`src/rtl/gold_stone_drawer.sv`:
```
// gold_stone_drawer: rasterises one gold or stone sprite rectangle into the
// VGA adapter pixel-write port, one pixel per clock, then pulses the matching
// done and bumps the matching saturating placed-object count.
//
// Optional feature macro: GOLD_STONE_DRAWER_CLIP_EN
//   defined   -> off-screen pixels are still iterated but written with plot=0
//   undefined -> every pixel is plotted; x/y wrap by truncation to 8/7 bits
//
// Handshake: enable_draw_gold / enable_draw_stone are level requests that are
// sampled only in IDLE. The requester holds its enable until it sees the
// one-cycle *_done pulse. The drawer then waits in RELEASE until that enable
// is low, so a held enable can never start a second draw.
//
// dbg_state exposes the FSM state (0 IDLE, 1 DRAW, 2 DONE, 3 RELEASE).
module gold_stone_drawer #(
    parameter int         GOLD_W       = 8,
    parameter int         GOLD_H       = 8,
    parameter int         STONE_W      = 6,
    parameter int         STONE_H      = 6,
    parameter logic [2:0] GOLD_COLOUR  = 3'b110,
    parameter logic [2:0] STONE_COLOUR = 3'b111,
    parameter int         SCREEN_W     = 160,
    parameter int         SCREEN_H     = 120
) (
    input  logic       clk,
    input  logic       resetn,
    input  logic       enable_draw_gold,
    input  logic       enable_draw_stone,
    input  logic [7:0] rand_x,
    input  logic [6:0] rand_y,
    input  logic       resetn_gold_stone,
    output logic [7:0] x,
    output logic [6:0] y,
    output logic [2:0] colour,
    output logic       plot,
    output logic       draw_gold_done,
    output logic       draw_stone_done,
    output logic [2:0] gold_count,
    output logic [2:0] stone_count,
    output logic [1:0] dbg_state
);

    localparam logic [1:0] IDLE    = 2'd0;
    localparam logic [1:0] DRAW    = 2'd1;
    localparam logic [1:0] DONE    = 2'd2;
    localparam logic [1:0] RELEASE = 2'd3;

    localparam logic [3:0] GOLD_W_LAST  = 4'(GOLD_W - 1);
    localparam logic [3:0] GOLD_H_LAST  = 4'(GOLD_H - 1);
    localparam logic [3:0] STONE_W_LAST = 4'(STONE_W - 1);
    localparam logic [3:0] STONE_H_LAST = 4'(STONE_H - 1);

    // Reject sprite/screen sizes the 4-bit counters and 8/7-bit coordinates
    // cannot represent.
    if (GOLD_W < 1 || GOLD_W > 16 || GOLD_H < 1 || GOLD_H > 16 ||
        STONE_W < 1 || STONE_W > 16 || STONE_H < 1 || STONE_H > 16 ||
        SCREEN_W < 1 || SCREEN_W > 256 || SCREEN_H < 1 || SCREEN_H > 128) begin : g_bad_param
        $error("gold_stone_drawer: parameter out of range");
    end

    logic [1:0] state, state_n;
    logic [3:0] cx, cx_n;
    logic [3:0] cy, cy_n;
    logic [7:0] ox, ox_n;
    logic [6:0] oy, oy_n;
    logic       is_gold, is_gold_n;
    logic       emit;
    logic       done_g;
    logic       done_s;
    logic [3:0] w_last;
    logic [3:0] h_last;
    logic       owner_en;
    logic       on_screen;
    logic [2:0] colour_n;

`ifdef GOLD_STONE_DRAWER_CLIP_EN
    logic [8:0] sum_x;
    logic [7:0] sum_y;
`else
    logic [7:0] sum_x;
    logic [6:0] sum_y;
`endif

    // Next-state, scan counters and pixel emission for the pixel shown next cycle
    always_comb begin
        state_n   = state;
        cx_n      = cx;
        cy_n      = cy;
        ox_n      = ox;
        oy_n      = oy;
        is_gold_n = is_gold;
        emit      = 1'b0;
        done_g    = 1'b0;
        done_s    = 1'b0;
        w_last    = is_gold ? GOLD_W_LAST : STONE_W_LAST;
        h_last    = is_gold ? GOLD_H_LAST : STONE_H_LAST;
        owner_en  = is_gold ? enable_draw_gold : enable_draw_stone;

        case (state)
            IDLE: begin
                if (enable_draw_gold || enable_draw_stone) begin
                    // Gold wins when both requests arrive together.
                    ox_n      = rand_x;
                    oy_n      = rand_y;
                    is_gold_n = enable_draw_gold;
                    cx_n      = 4'd0;
                    cy_n      = 4'd0;
                    emit      = 1'b1;
                    state_n   = DRAW;
                end
            end
            DRAW: begin
                if (cx == w_last && cy == h_last) begin
                    done_g  = is_gold;
                    done_s  = !is_gold;
                    state_n = DONE;
                end else begin
                    emit = 1'b1;
                    if (cx == w_last) begin
                        cx_n = 4'd0;
                        cy_n = cy + 4'd1;
                    end else begin
                        cx_n = cx + 4'd1;
                    end
                end
            end
            DONE: begin
                state_n = RELEASE;
            end
            RELEASE: begin
                if (!owner_en) begin
                    state_n = IDLE;
                end
            end
            default: begin
                state_n = IDLE;
            end
        endcase
    end

    // Pixel coordinate and visibility of the pixel selected above
    always_comb begin
`ifdef GOLD_STONE_DRAWER_CLIP_EN
        sum_x     = {1'b0, ox_n} + {5'b0, cx_n};
        sum_y     = {1'b0, oy_n} + {4'b0, cy_n};
        on_screen = (sum_x < 9'(SCREEN_W)) && (sum_y < 8'(SCREEN_H));
`else
        sum_x     = ox_n + {4'b0, cx_n};
        sum_y     = oy_n + {3'b0, cy_n};
        on_screen = 1'b1;
`endif
        colour_n = is_gold_n ? GOLD_COLOUR : STONE_COLOUR;
    end

    // FSM, scan counters, latched origin/type and registered pixel port
    always_ff @(posedge clk) begin
        if (!resetn) begin
            state           <= IDLE;
            cx              <= 4'd0;
            cy              <= 4'd0;
            ox              <= 8'd0;
            oy              <= 7'd0;
            is_gold         <= 1'b0;
            x               <= 8'd0;
            y               <= 7'd0;
            colour          <= 3'd0;
            plot            <= 1'b0;
            draw_gold_done  <= 1'b0;
            draw_stone_done <= 1'b0;
        end else begin
            state           <= state_n;
            cx              <= cx_n;
            cy              <= cy_n;
            ox              <= ox_n;
            oy              <= oy_n;
            is_gold         <= is_gold_n;
            plot            <= emit && on_screen;
            draw_gold_done  <= done_g;
            draw_stone_done <= done_s;
            // Coordinates and colour only move when a pixel is actually written.
            if (emit && on_screen) begin
                x      <= sum_x[7:0];
                y      <= sum_y[6:0];
                colour <= colour_n;
            end
        end
    end

    // Saturating placed-object counts; the count clear beats a same-edge increment
    always_ff @(posedge clk) begin
        if (!resetn || !resetn_gold_stone) begin
            gold_count  <= 3'd0;
            stone_count <= 3'd0;
        end else begin
            if (done_g && gold_count != 3'd7) begin
                gold_count <= gold_count + 3'd1;
            end
            if (done_s && stone_count != 3'd7) begin
                stone_count <= stone_count + 3'd1;
            end
        end
    end

    assign dbg_state = state;

endmodule
```
`config.mk`:
```
export PLATFORM = sky130hd
export DESIGN_NAME = gold_stone_drawer
export DESIGN_NICKNAME = d
export VERILOG_FILES = /design/src/rtl/gold_stone_drawer.sv
export SDC_FILE = /design/constraint.sdc
export NUM_CORES = 1
export LEC_CHECK = 0
export BUFFER_PORTS_ARGS = -buffer_cell sky130_fd_sc_hd__buf_2
export CELL_PAD_IN_SITES_DETAIL_PLACEMENT = 1
export CELL_PAD_IN_SITES_GLOBAL_PLACEMENT = 1
export CORE_ASPECT_RATIO = 1.1
export CORE_UTILIZATION = 36
export DETAILED_ROUTE_END_ITERATION = 10
export GPL_ROUTABILITY_DRIVEN = 1
export PLACE_DENSITY_LB_ADDON = 0.1
export SLEW_MARGIN = 40
export SYNTH_ARGS = -nofsm -noshare
export SYNTH_HDL_FRONTEND = slang
export SYNTH_SLANG_ARGS = --single-unit
```
`constraint.sdc`:
```
create_clock -name clk -period 3.7 [get_ports clk]
set_clock_uncertainty 0.15 [all_clocks]
set_input_delay 0.74 -clock clk [delete_from_list [all_inputs] [get_ports clk]]
set_output_delay 0.74 -clock clk [all_outputs]
set_load 0.01 [all_outputs]
```
-- Word level (Yosys, flattened, before mapping)
Index checks and enable logic that the tools add are counted.
- input bits: 20
- register bits after elaboration: 53
- output and inout bits: 29
- reduce and logical (&&, ||, !) cells: 10
- add/sub/neg operators: 6
- equality and inequality tests: 10
- multiplexer cells: 28
- operators by type and width (cell ; number):
    4-bit two-way mux ; 6
    8-bit two-way mux ; 2
    4-bit case mux with 2 select lines ; 2
    7-bit two-way mux ; 2
    1-bit two-way mux ; 10
    4-bit by 1-bit adder with 4-bit output (second input constant) ; 2
    8-bit by 4-bit adder with 8-bit output ; 1
    4-bit by 3-bit equality test with 1-bit output ; 2
    2-bit two-way mux ; 4
    2-bit case mux with 4 select lines ; 1
    7-bit by 4-bit adder with 7-bit output ; 1
    3-bit by 1-bit adder with 3-bit output (second input constant) ; 2
    2-bit inequality test (second input constant) ; 3
    3-bit inequality test (second input constant) ; 2
    2-bit equality test (second input constant) ; 2
    1-bit logical AND ; 3
    1-bit logical NOT ; 3
    3-bit AND reduction ; 1
    2-bit by 1-bit equality test with 1-bit output (second input constant) ; 1
    2-bit logical NOT ; 1
    1-bit logical OR ; 2
    1-bit case mux with 2 select lines ; 1

-- Logic depth before layout (Yosys ltp)
Gate-level depths: netlist (run 1).
- word-level depth: 6
- depth in mapped cells: 15
- gate-level depth less buffers: 14

-- Worst setup path after synthesis (run 1)
OpenSTA, ideal clock, no wires.
- path kind: input port to flip-flop
- start: input port enable_draw_gold
- end: register y[6]
- arrival: 3010 ps
- stages: 13
- slack: 407 ps
- data required time: 3418 ps
- setup time: 132 ps
- cell sequence: or3b_1 > o21ai_0 > buf_2 > a21oi_1 > nor3_1 > ha_1 > inv_1 > fa_1 > nand2b_1 > a21oi_1 > mux2i_1 > a21o_1 > a21oi_1
- cells in the longest elaborated chain, start to end: 4
- elaborated cells between the ends (all ways): 8
- RTL lines (element ; line ; text):
    start: declaration ; 27 ; input logic enable_draw_gold,
    1-bit logical OR ; 101 ; if (enable_draw_gold || enable_draw_stone) begin
    4-bit two-way mux ; 101 ;
    4-bit case mux with 2 select lines ; 99 ; case (state)
    named net cy_n[0] ; 63 ; logic [3:0] cy, cy_n;
    7-bit by 4-bit adder with 7-bit output ; 149 ; sum_y = oy_n + {3'b0, cy_n};
    end signal: assignment ; 183 ; y <= sum_y[6:0];
    end: declaration ; 33 ; output logic [6:0] y,
The timed path passes the listed nets, and every way through them passes these cells.
A chain may end at the register's enable or synchronous reset.

-- Worst setup path after layout (run 1)
- start: register state[0], in the netlist dbg_state[0]
- end: register y[6]
- cells in the longest elaborated chain, start to end: 3
- elaborated cells between the ends (all ways): 6
- RTL lines (element ; line ; text):
    start: declaration ; 61 ; logic [1:0] state, state_n;
    start signal: assignment ; 171 ; state <= state_n;
    2-bit by 1-bit equality test with 1-bit output / 2-bit logical NOT (equally long branches) ; 99 ;
    4-bit case mux with 2 select lines * ; 99 ;
    named net cy_n[0] ; 63 ;
    7-bit by 4-bit adder with 7-bit output * ; 149 ;
Mark *: on every way through the listed nets, which the timed path passes. The rest lies on a longest branch.

==> metrics.md, run 1 <==
| Metric | Value |
|---|---|
| Synthesis-to-layout area growth | `17.6%` |
| Clock Pin Slew Worst Setup and Hold Paths | `roughly 0.10 ns` |
| Leak | `roughly 1.5 nW` |
| Gr ovfl total | `0` |
| Drt drc | `0` |
| Port bufs | `between 40 and 50` |
| Setup CP Type | `reg -> reg` |
| Num rows | `33` |
| Htree depth | `2` |
| Power Density | `708 mW/mm2` |
| Number of global-route vias before repair | `around 2.4k` |
| Syn avg cell area | `roughly 8.5 um2` |
| Wire length of the first global-routing pass | `roughly 12,000 um` |
| Multi-input gate area | `around 0.0016 mm2` |
| Shortest clock period the worst path allows after layout | `roughly 3.4 ns` |
| RSZ-0062 raised after global routing | `false` |
| Asr flop ratio synth | `0` |
| Syn nets | `between 300 and 400` |
| Syn Inst Count | `326` |
| Initial DRC count | `between 40 and 50` |
| Max-slew violations | `0` |
| Critical Path Source Type | `register` |
| Chip Width | `85.6 um` |
| Synth area leader | `dfxtp_1` |
| Initial antenna violation count | `0` |
| Routed wire length | `around 7000 um` |
| Final setup fails | `0` |
| Clk sinks | `52` |
| Total power | `about 2.3 mW` |
| Root Driver | `clkbuf_8` |
| Layout Cells excl Fill | `~460` |
| Maximum VDD drop | `244 uV` |
| Filler instances | `about 930` |
| EDFF count, synth | `0` |
| Area contributors post-synth | `dfxtp_1 (38%), ha_1 (8.1%), nand2_1 (6.6%)` |
| Final worst setup slack | `roughly 0.27 ns` |
| CTS tree | `done` |
| Vias/cell | `approximately 5.2` |
| Ys Warns | `0` |
| Setup TNS Final | `0 ns` |
| Worst-skew pair later-pin latency | `a little over 0.3 ns` |
| Io pins | `between 40 and 50` |
| Worst Setup End Kind | `register` |
| Max Fclk | `292 MHz` |
| Max_slew headroom | `0.601` |
| Final ANT Viol Nets | `0` |
| Pin count of the biggest net entering global routing | `33` |
| RD Place Congestion | `about 0.78` |
| Mapped Area | `between 0.002 and 0.003 mm2` |
| NumNets Final | `417` |
| Commonest non-fill, non-tap cell in the layout | `dfxtp_1` |
| Die area | `between 0.008 and 0.009 mm2` |
| Worst-margin pin slew | `around 0.6 ns` |
| Crit path max fanout | `7` |
| CTS buffer count | `5` |
| Sequential Area | `about 0.0010 mm2` |
| Final hold vios | `0` |
| Yosys cell types | `46` |
| Critical path arrival | `approximately 3.5 ns` |
| Core region area | `~0.0074 mm2` |
| DIE HEIGHT | `~94 um` |
| R2R setup slack | `around 0.27 ns` |
| Commonest non-fill, non-tap cells in the layout | `dfxtp_1 (52), nand2_1 (49), buf_2 (48)` |
| Placed cells | `about 460` |
| Clock tree buffer depth | `2` |
| Dpl ws | `0.115 ns` |
| Final period utilization | `0.927` |
| Via count | `2,428` |
| Post-synthesis sequential area ratio | `0.376` |
| Yosys top cell area share | `0.376` |
| Min-delay worst type | `reg -> reg` |
| Initial cell density of the core | `0.373` |
| Critical Path RT | `3.72 ns` |
| Share of layout cells above drive strength 1 | `0.202` |
| Status | `finished clean` |
| # diodes | `0` |
| Drt pass-1 iters | `4` |
| WL/cell | `~15 um` |
| Top FF cell, synth | `dfxtp_1` |
| Total GRT Usage | `0.187` |
| Yosys reg bits | `52` |
| Placed wire-length estimate | `approximately 5300 um` |
| Maxcap violations | `0` |
[state kept, by name, summed over array words and instances (netlist names)]
register         count
y                    7
draw_gold_done       1
is_gold              1
ox                   8
dbg_state            2
cx                   4
colour               2
cy                   4
x                    8
oy                   7
plot                 1
stone_count          3
draw_stone_done      1
gold_count           3
[Yosys cell counts, types with 5 or more instances]
| library cell | n |
|---|---|
| a211oi_1 | 9 |
| a21o_1 | 5 |
| a21oi_1 | 29 |
| and2_1 | 7 |
| clkbuf_1 | 7 |
| dfxtp_1 | 52 |
| ha_1 | 18 |
| inv_1 | 11 |
| mux2i_1 | 14 |
| nand2_1 | 49 |
| nand2b_1 | 8 |
| nand3_1 | 9 |
| nor2_1 | 30 |
| o21ai_0 | 10 |
| o22ai_1 | 5 |
| xnor2_1 | 5 |
[what timing repair did]
item	4_1_cts	5_1_grt
hold buffers	0	0
setup endpoints to repair	0	3
setup buffers	0	0
gates resized for setup	0	2
[power breakdown]
part           switching [mW]  total [mW]  internal, mW
combinational           0.641        1.08         0.438
sequential             0.0785       0.765         0.687
clock                   0.194       0.461         0.266
total                   0.913        2.30          1.39
[final timing paths]
path | start | cells past startpoint | end
max | dbg_state[0] | 14 | y[6]
max reg2reg | dbg_state[0] | 14 | y[6]
min | y[2] | 2 | y[2]
min reg2reg | y[2] | 2 | y[2]
[routing by layer]
layer	global-route usage	wire length, um	vias to the layer above
met5	0	0	-
met4	0.0417	50	0
met3	0.0272	143	4
met2	0.327	3390	28
met1	0.242	3380	1158
li1	-	-	1238
[critical path: stages, from the launching register on]
cell and delay [ns]:
dfxtp_1 0.35, inv_1 0.11, ha_2 0.25, or3b_1 0.37, o21ai_0 0.16, a21oi_1 0.14
nor3_1 0.29, ha_1 0.24, inv_1 0.07, fa_1 0.38, nand2b_1 0.21, a21oi_1 0.18
mux2i_1 0.20, a21o_1 0.12, a21oi_1 0.05
[cell type report]
| class | instances | area share |
|---|---|---|
| clock inverter | 2 | 0.0184 |
| sequential | 52 | 0.320 |
| timing repair buffer | 58 | 0.0968 |
| clock buffer | 5 | 0.0211 |
| multi-input combinational | 249 | 0.498 |
| inverter | 11 | 0.0127 |
| tap | 87 | 0.0334 |
[per-stage QoR]
step,hold WS [ns],area [um2],util
2_1_floorplan,0.294,2770,-
3_3_place_gp,0.290,3120,0.419
3_5_place_dp,0.292,3120,0.419
4_1_cts,0.315,3250,0.437
5_1_grt,0.343,3260,0.438
6_report,0.309,3260,0.438
[cells by family (layout without fill, tap and decap cells)]
family / count (synthesis) / count (layout) / synth area share
adder cells (fa/ha/maj): 20 / 20 / 0.0958
XOR/XNOR: 10 / 10 / 0.0343
flip-flops: 52 / 52 / 0.376
multiplexers: 17 / 17 / 0.0628
AO/OA/AOI/OAI: 76 / 76 / 0.173
AND/OR/NAND/NOR: 126 / 126 / 0.216
buffers and inverters: 25 / 76 / 0.0425
No activity file was read; power rests on OpenSTA's default activity.
==> inputs of run 2 (changes only) <==
--- a/config.mk
+++ b/config.mk
@@ -9,7 +9,7 @@
 export CELL_PAD_IN_SITES_DETAIL_PLACEMENT = 1
 export CELL_PAD_IN_SITES_GLOBAL_PLACEMENT = 1
 export CORE_ASPECT_RATIO = 1.1
-export CORE_UTILIZATION = 36
+export CORE_UTILIZATION = 35
 export DETAILED_ROUTE_END_ITERATION = 10
 export GPL_ROUTABILITY_DRIVEN = 1
 export PLACE_DENSITY_LB_ADDON = 0.1
==> constraint.sdc (replaced) <==
create_clock -name clk -period 3.7 [get_ports clk]
set_clock_uncertainty 0.15 [all_clocks]
set_input_delay 0.74 -clock clk [delete_from_list [all_inputs] [get_ports clk]]
set_output_delay 0.74 -clock clk [all_outputs]
set_load 0.05 [all_outputs]
==> metrics.md, run 2 (synthesis results as in run 1) <==
| Metric | Value |
|---|---|
| Vias/cell | `5.02 (-4.1%)` |
| CP max stage cell | `or3b_1` |
| Worst-margin pin slew | `0.596 ns (-0.00304 ns)` |
| Leak | `1.48 nW (-0.27%)` |
| Setup CP Type | `reg -> reg` |
| Placed wire-length estimate | `5510 um (+4.2%)` |
| Final ANT Viol Nets | `0 (unchanged)` |
| Pin count of the biggest net entering global routing | `33 (unchanged)` |
| NumNets Final | `418 (+0.24%)` |
| Placed Area | `0.00315 mm2 (+0.96%)` |
| Sequential Area | `0.00104 mm2 (unchanged)` |
| Final setup fails | `0 (unchanged)` |
| Fin util | `0.432 (-0.00602)` |
| DIE HEIGHT | `95.3 um (+1.4%)` |
| Drt drc | `0 (unchanged)` |
| Maximum VDD drop | `269 uV (+10%)` |
| Design area | `0.00326 mm2 (+0.27%)` |
| Final hold vios | `0 (unchanged)` |
| Commonest non-fill, non-tap cell in the layout | `dfxtp_1` |
| Hold_buf cts | `0 (unchanged)` |
| Routed wire length | `7150 um (+2.7%)` |
| Hold Crit Start | `y[0]` |
| Clk sinks | `52 (unchanged)` |
| Htree depth | `2 (unchanged)` |
| Clock Pin Slew Worst Setup and Hold Paths | `0.10 ns (about the same)` |
| Critical Path RT | `3.73 ns (about the same)` |
| Synthesis-to-layout area growth | `17.9%` |
| Worst Setup End Kind | `register` |
| RD Place Congestion | `0.786 (+0.26%)` |
| Max Fclk | `298 MHz (+2.3%)` |
| Share of layout cells above drive strength 1 | `0.206 (+0.00421)` |
| Largest stage delay, worst path | `0.41 ns (+0.03 ns)` |
| Via count | `2,429 (+0.041%)` |
| Power Density | `766 mW/mm2 (+8.1%)` |
| Root Driver | `clkbuf_8` |
| Min-delay worst type | `reg -> reg` |
| Critical path arrival | `3.38 ns (-0.07 ns)` |
| Critical Path Source Type | `register` |
| Commonest non-fill, non-tap cells in the layout | `dfxtp_1 (52), nand2_1 (49), buf_2 (48)` |
| Core region area | `0.00756 mm2 (+1.7%)` |
| Drt pass-1 iters | `4 (unchanged)` |
| Setup TNS Final | `0 ns (unchanged)` |
| Io pins | `49 (unchanged)` |
| CTS buffer count | `5 (unchanged)` |
| Chip Width | `86.8 um (+1.4%)` |
| Port bufs | `48 (unchanged)` |
| Die area | `0.00827 mm2 (+2.8%)` |
| Worst-skew pair later-pin latency | `0.31 ns (about the same)` |
| Initial antenna violation count | `0 (unchanged)` |
| Total power | `2.50 mW (+8.4%)` |
| Num rows | `33 (unchanged)` |
| Worst r2r src | `dbg_state[0]` |
| Initial cell density of the core | `0.366 (-0.00611)` |
| Maxcap violations | `0 (unchanged)` |
| Gr ovfl total | `0 (unchanged)` |
| Filler instances | `936 (+0.32%)` |
| Shortest clock period the worst path allows after layout | `3.35 ns (-0.0782 ns)` |
| CP Launch Point | `dbg_state[0]` |
| CP cell instances | `inv_1 > ha_2 > or3b_1 > o21ai_2 > a21oi_1 > nor3_1 > ha_1 > inv_1 > fa_1 > nand2b_1 > a21oi_1 > mux2i_1 > a21o_1 > a21oi_1` |
| WHS | `0.310 ns (+0.000875 ns)` |
| # diodes | `0 (unchanged)` |
| Status | `finished clean` |
| Total GRT Usage | `0.187 (+0.000609)` |
| Largest regs | `ox: 8 flops, x: 8 flops` |
| CP delay by family, top | `simple AND/OR/NAND/NOR gates` |
| Max-slew violations | `0 (unchanged)` |
| Initial DRC count | `64 (+42%)` |
| RSZ-0062 raised after global routing | `false` |
| Crit-path most repeated cell | `a21oi_1` |
| Crit path max fanout | `7 (unchanged)` |
| Final period utilization | `0.906 (-0.0211)` |
| Wire length of the first global-routing pass | `11,800 um (-0.29%)` |
| Clock tree buffer depth | `2 (unchanged)` |
| WL/cell | `14.8 um (-1.5%)` |
| Multi-input gate area | `0.00162 mm2 (-0.23%)` |
| Max_slew headroom | `0.602 (+0.00145)` |
| CTS tree | `done` |
| Number of global-route vias before repair | `2,431 (-0.082%)` |
| Worst Path Buf+Inv | `2 (unchanged)` |
[run 2: changes by cell type in the layout (fill, tap and decap cells not counted)]
cell        change
clkinvlp_4      +1
a32oi_1         +1
buf_4           +1
bufinv_16       -1
o21ai_0         -1
a32oi_2         -1
clkinv_2        +1
o21ai_2         +1
[run 2: layer usage]
layer  up-vias  GRT usage  share of wire
met5         -          0              0
met4         0     0.0500          0.012
met3         9     0.0286          0.021
met2        33      0.331           0.48
met1      1142      0.236           0.49
li1       1245          -              -
[run 2: worst paths after layout]
kind	endpoint	slack, ns	cells past startpoint
worst min-delay path	y[0]	0.31	2
worst max-delay path	y[6]	0.35	14
worst max register to register	y[6]	0.35	14
worst min register to register	y[0]	0.31	2
[run 2: through the flow]
step,setup slack (ns),std cells
global route,0.0633,484
finish,0.348,484
detailed placement,0.0585,476
CTS,0.191,484
floorplan,0.268,326
global placement,0.136,476
[run 2: cell type report]
cell class	instances	share of cell area
flip-flops and latches	52	0.319
inverters	11	0.0126
multi-input cells	249	0.495
repair buffers	59	0.0989
clock inverters	3	0.0130
clock buffers	5	0.0211
well taps	105	0.0402
[run 2: timing repair]
| action | CTS | global route |
|---|---|---|
| setup endpoints to repair | 0 | 4 |
| buffers inserted | 0 | 0 |
| resized for setup | 0 | 3 |
[run 2: power breakdown]
part           switching, mW  internal (mW)
sequential            0.0790          0.687
clock                  0.200          0.201
combinational          0.896          0.436
[run 2: worst reg2reg max path: cells and delay by family, from the launching register on]
kind                       cells  cell delay [ns]
AOI/OAI and AO/OA              5             0.61
buffers and inverters          2             0.17
adders and majority gates      3             0.87
and+or+nand+nor                3             0.88
muxes                          1             0.20
DFF                            1             0.34
==> inputs of run 3 (changes only) <==
==> constraint.sdc (replaced) <==
create_clock -name clk -period 3.7 [get_ports clk]
set_clock_uncertainty 0.15 [all_clocks]
set_input_delay 0.555 -clock clk [delete_from_list [all_inputs] [get_ports clk]]
set_output_delay 0.555 -clock clk [all_outputs]
set_load 0.05 [all_outputs]
==> metrics.md, run 3 (synthesis results as in run 1) <==
| Metric | Value |
|---|---|
| Drt drc | `0 (unchanged)` |
| WHS | `0.309 ns (-0.000628 ns)` |
| Commonest non-fill, non-tap cell in the layout | `dfxtp_1` |
| Initial DRC count | `51 (-20%)` |
| Vias/cell | `5.04 (+0.33%)` |
| Via count | `2,422 (-0.29%)` |
| Multi-input gate area | `0.00162 mm2 (unchanged)` |
| Die area | `0.00827 mm2 (unchanged)` |
| Share of layout cells above drive strength 1 | `0.199 (-0.00634)` |
| Critical Path RT | `3.73 ns (about the same)` |
| Critical path arrival | `3.46 ns (+0.08 ns)` |
| Commonest non-fill, non-tap cells in the layout | `dfxtp_1 (52), nand2_1 (49), buf_2 (48)` |
| Root Driver | `clkbuf_8` |
| Placed wire-length estimate | `5360 um (-2.7%)` |
| Max_slew headroom | `0.597 (-0.00561)` |
| RSZ-0062 raised after global routing | `false` |
| CTS buffer count | `5 (unchanged)` |
| Worst Setup End Kind | `register` |
| Clock Pin Slew Worst Setup and Hold Paths | `0.10 ns (about the same)` |
| Status | `finished clean` |
| Wire length of the first global-routing pass | `11,900 um (+0.53%)` |
| Io pins | `49 (unchanged)` |
| Synthesis-to-layout area growth | `18.8%` |
| Shortest clock period the worst path allows after layout | `3.43 ns (+0.0797 ns)` |
| Layout Cells excl Fill | `481 (-0.62%)` |
| Sequential Area | `0.00104 mm2 (unchanged)` |
| Design area | `0.00329 mm2 (+0.77%)` |
| Fin util | `0.435 (+0.00331)` |
| Hold path depth | `2 (unchanged)` |
| Chip Width | `86.8 um (unchanged)` |
| Max-slew violations | `0 (unchanged)` |
| Setup CP Type | `reg -> reg` |
| Worst Path Buf+Inv | `2 (unchanged)` |
| Maximum VDD drop | `292 uV (+8.5%)` |
| Postcts setup bufs | `0 (unchanged)` |
| CP cell instances | `inv_1 > ha_2 > or3b_1 > o21ai_2 > a21oi_1 > nor3_1 > ha_1 > inv_1 > fa_1 > nand2b_1 > a21oi_1 > mux2i_1 > a21o_1 > a21oi_1` |
| Port bufs | `48 (unchanged)` |
| Initial antenna violation count | `0 (unchanged)` |
| Initial cell density of the core | `0.366 (unchanged)` |
| Clk sinks | `52 (unchanged)` |
| Worst-skew pair later-pin latency | `0.31 ns (about the same)` |
| DIE HEIGHT | `95.3 um (unchanged)` |
| Core region area | `0.00756 mm2 (unchanged)` |
| Pin count of the biggest net entering global routing | `33 (unchanged)` |
| Worst-margin pin slew | `0.604 ns (+0.00841 ns)` |
| Final period utilization | `0.928 (+0.0215)` |
| Number of global-route vias before repair | `2,415 (-0.66%)` |
| Cell depth of the worst setup path | `14 (unchanged)` |
| Dpl ws | `0.0320 ns (-0.0266 ns)` |
| CP max stage cell | `or3b_1` |
| Total power | `2.62 mW (+4.7%)` |
| Crit-path most repeated cell | `a21oi_1` |
| Min-delay worst type | `reg -> reg` |
| CTS tree | `done` |
| # diodes | `0 (unchanged)` |
| RD Place Congestion | `0.788 (+0.22%)` |
| Max Fclk | `291 MHz (-2.3%)` |
| Leak | `1.49 nW (+0.63%)` |
| Total GRT Usage | `0.186 (-0.00184)` |
| Maxcap violations | `0 (unchanged)` |
| NumNets Final | `415 (-0.72%)` |
| Crit path max fanout | `7 (unchanged)` |
| Placed cells | `473 (-0.63%)` |
| Clock tree buffer depth | `2 (unchanged)` |
| Critical Path Source Type | `register` |
| Final hold vios | `0 (unchanged)` |
| Final ANT Viol Nets | `0 (unchanged)` |
| Routed wire length | `7120 um (-0.49%)` |
| Setup TNS Final | `0 ns (unchanged)` |
| Power Density | `796 mW/mm2 (+3.9%)` |
| Filler instances | `934 (-0.21%)` |
| Placed Area | `0.00312 mm2 (-0.72%)` |
| Gr ovfl total | `0 (unchanged)` |
| Num rows | `33 (unchanged)` |
| Final setup fails | `0 (unchanged)` |
| CP delay by family, top | `adder cells` |
| Reg2Reg Depth | `14 (unchanged)` |
| Largest stage delay, worst path | `0.40 ns (about the same)` |
| WL/cell | `14.8 um (+0.13%)` |
| Htree depth | `2 (unchanged)` |
| Final worst setup slack | `0.268 ns (-0.0797 ns)` |
| Largest regs | `ox: 8 flops, x: 8 flops` |
| Drt pass-1 iters | `4 (unchanged)` |
[run 3: cell types whose count changed in the layout (fill, tap and decap cells not counted), sizes merged]
cell	change
buf	-3
bufinv	+2
clkinv	-1
clkinvlp	-1
[run 3: routing by layer]
| metal | share of wire | global-route usage | vias up |
|---|---|---|---|
| li1 | - | - | 1233 |
| met1 | 0.48 | 0.243 | 1145 |
| met2 | 0.48 | 0.318 | 36 |
| met3 | 0.028 | 0.0260 | 8 |
| met4 | 0.014 | 0.0514 | 0 |
| met5 | 0 | 0 | - |
[run 3: final timing paths]
path | to | start | slack, ns
worst max-delay path | y[6] | dbg_state[0] | 0.27
worst min-delay path | y[3] | y[3] | 0.31
worst max register to register | y[6] | dbg_state[0] | 0.27
worst min register to register | y[3] | y[3] | 0.31
[run 3: cell type report]
type | instances | share of cell area
repair buffers | 56 | 0.0913
well taps | 105 | 0.0399
clock buffers | 5 | 0.0209
clock inverters | 3 | 0.0274
inverters | 11 | 0.0126
multi-input cells | 249 | 0.491
flip-flops and latches | 52 | 0.316
[run 3: what timing repair did]
action                     CTS  global route
hold buffers                 0             0
resized for setup            0             2
setup endpoints to repair    0             2
[run 3: power by group]
part	internal (mW)	switching (mW)
clock network	0.338	0.197
logic	0.422	0.894
registers	0.687	0.0783
total	1.45	1.17
[run 3: worst min-delay path, delay by kind of cell (launching register included)]
| kind | cells | cell delay [ns] |
|---|---|---|
| DFF | 1 | 0.32 |
| and+or+nand+nor | 1 | 0.05 |
| AOI/OAI and AO/OA | 1 | 0.05 |
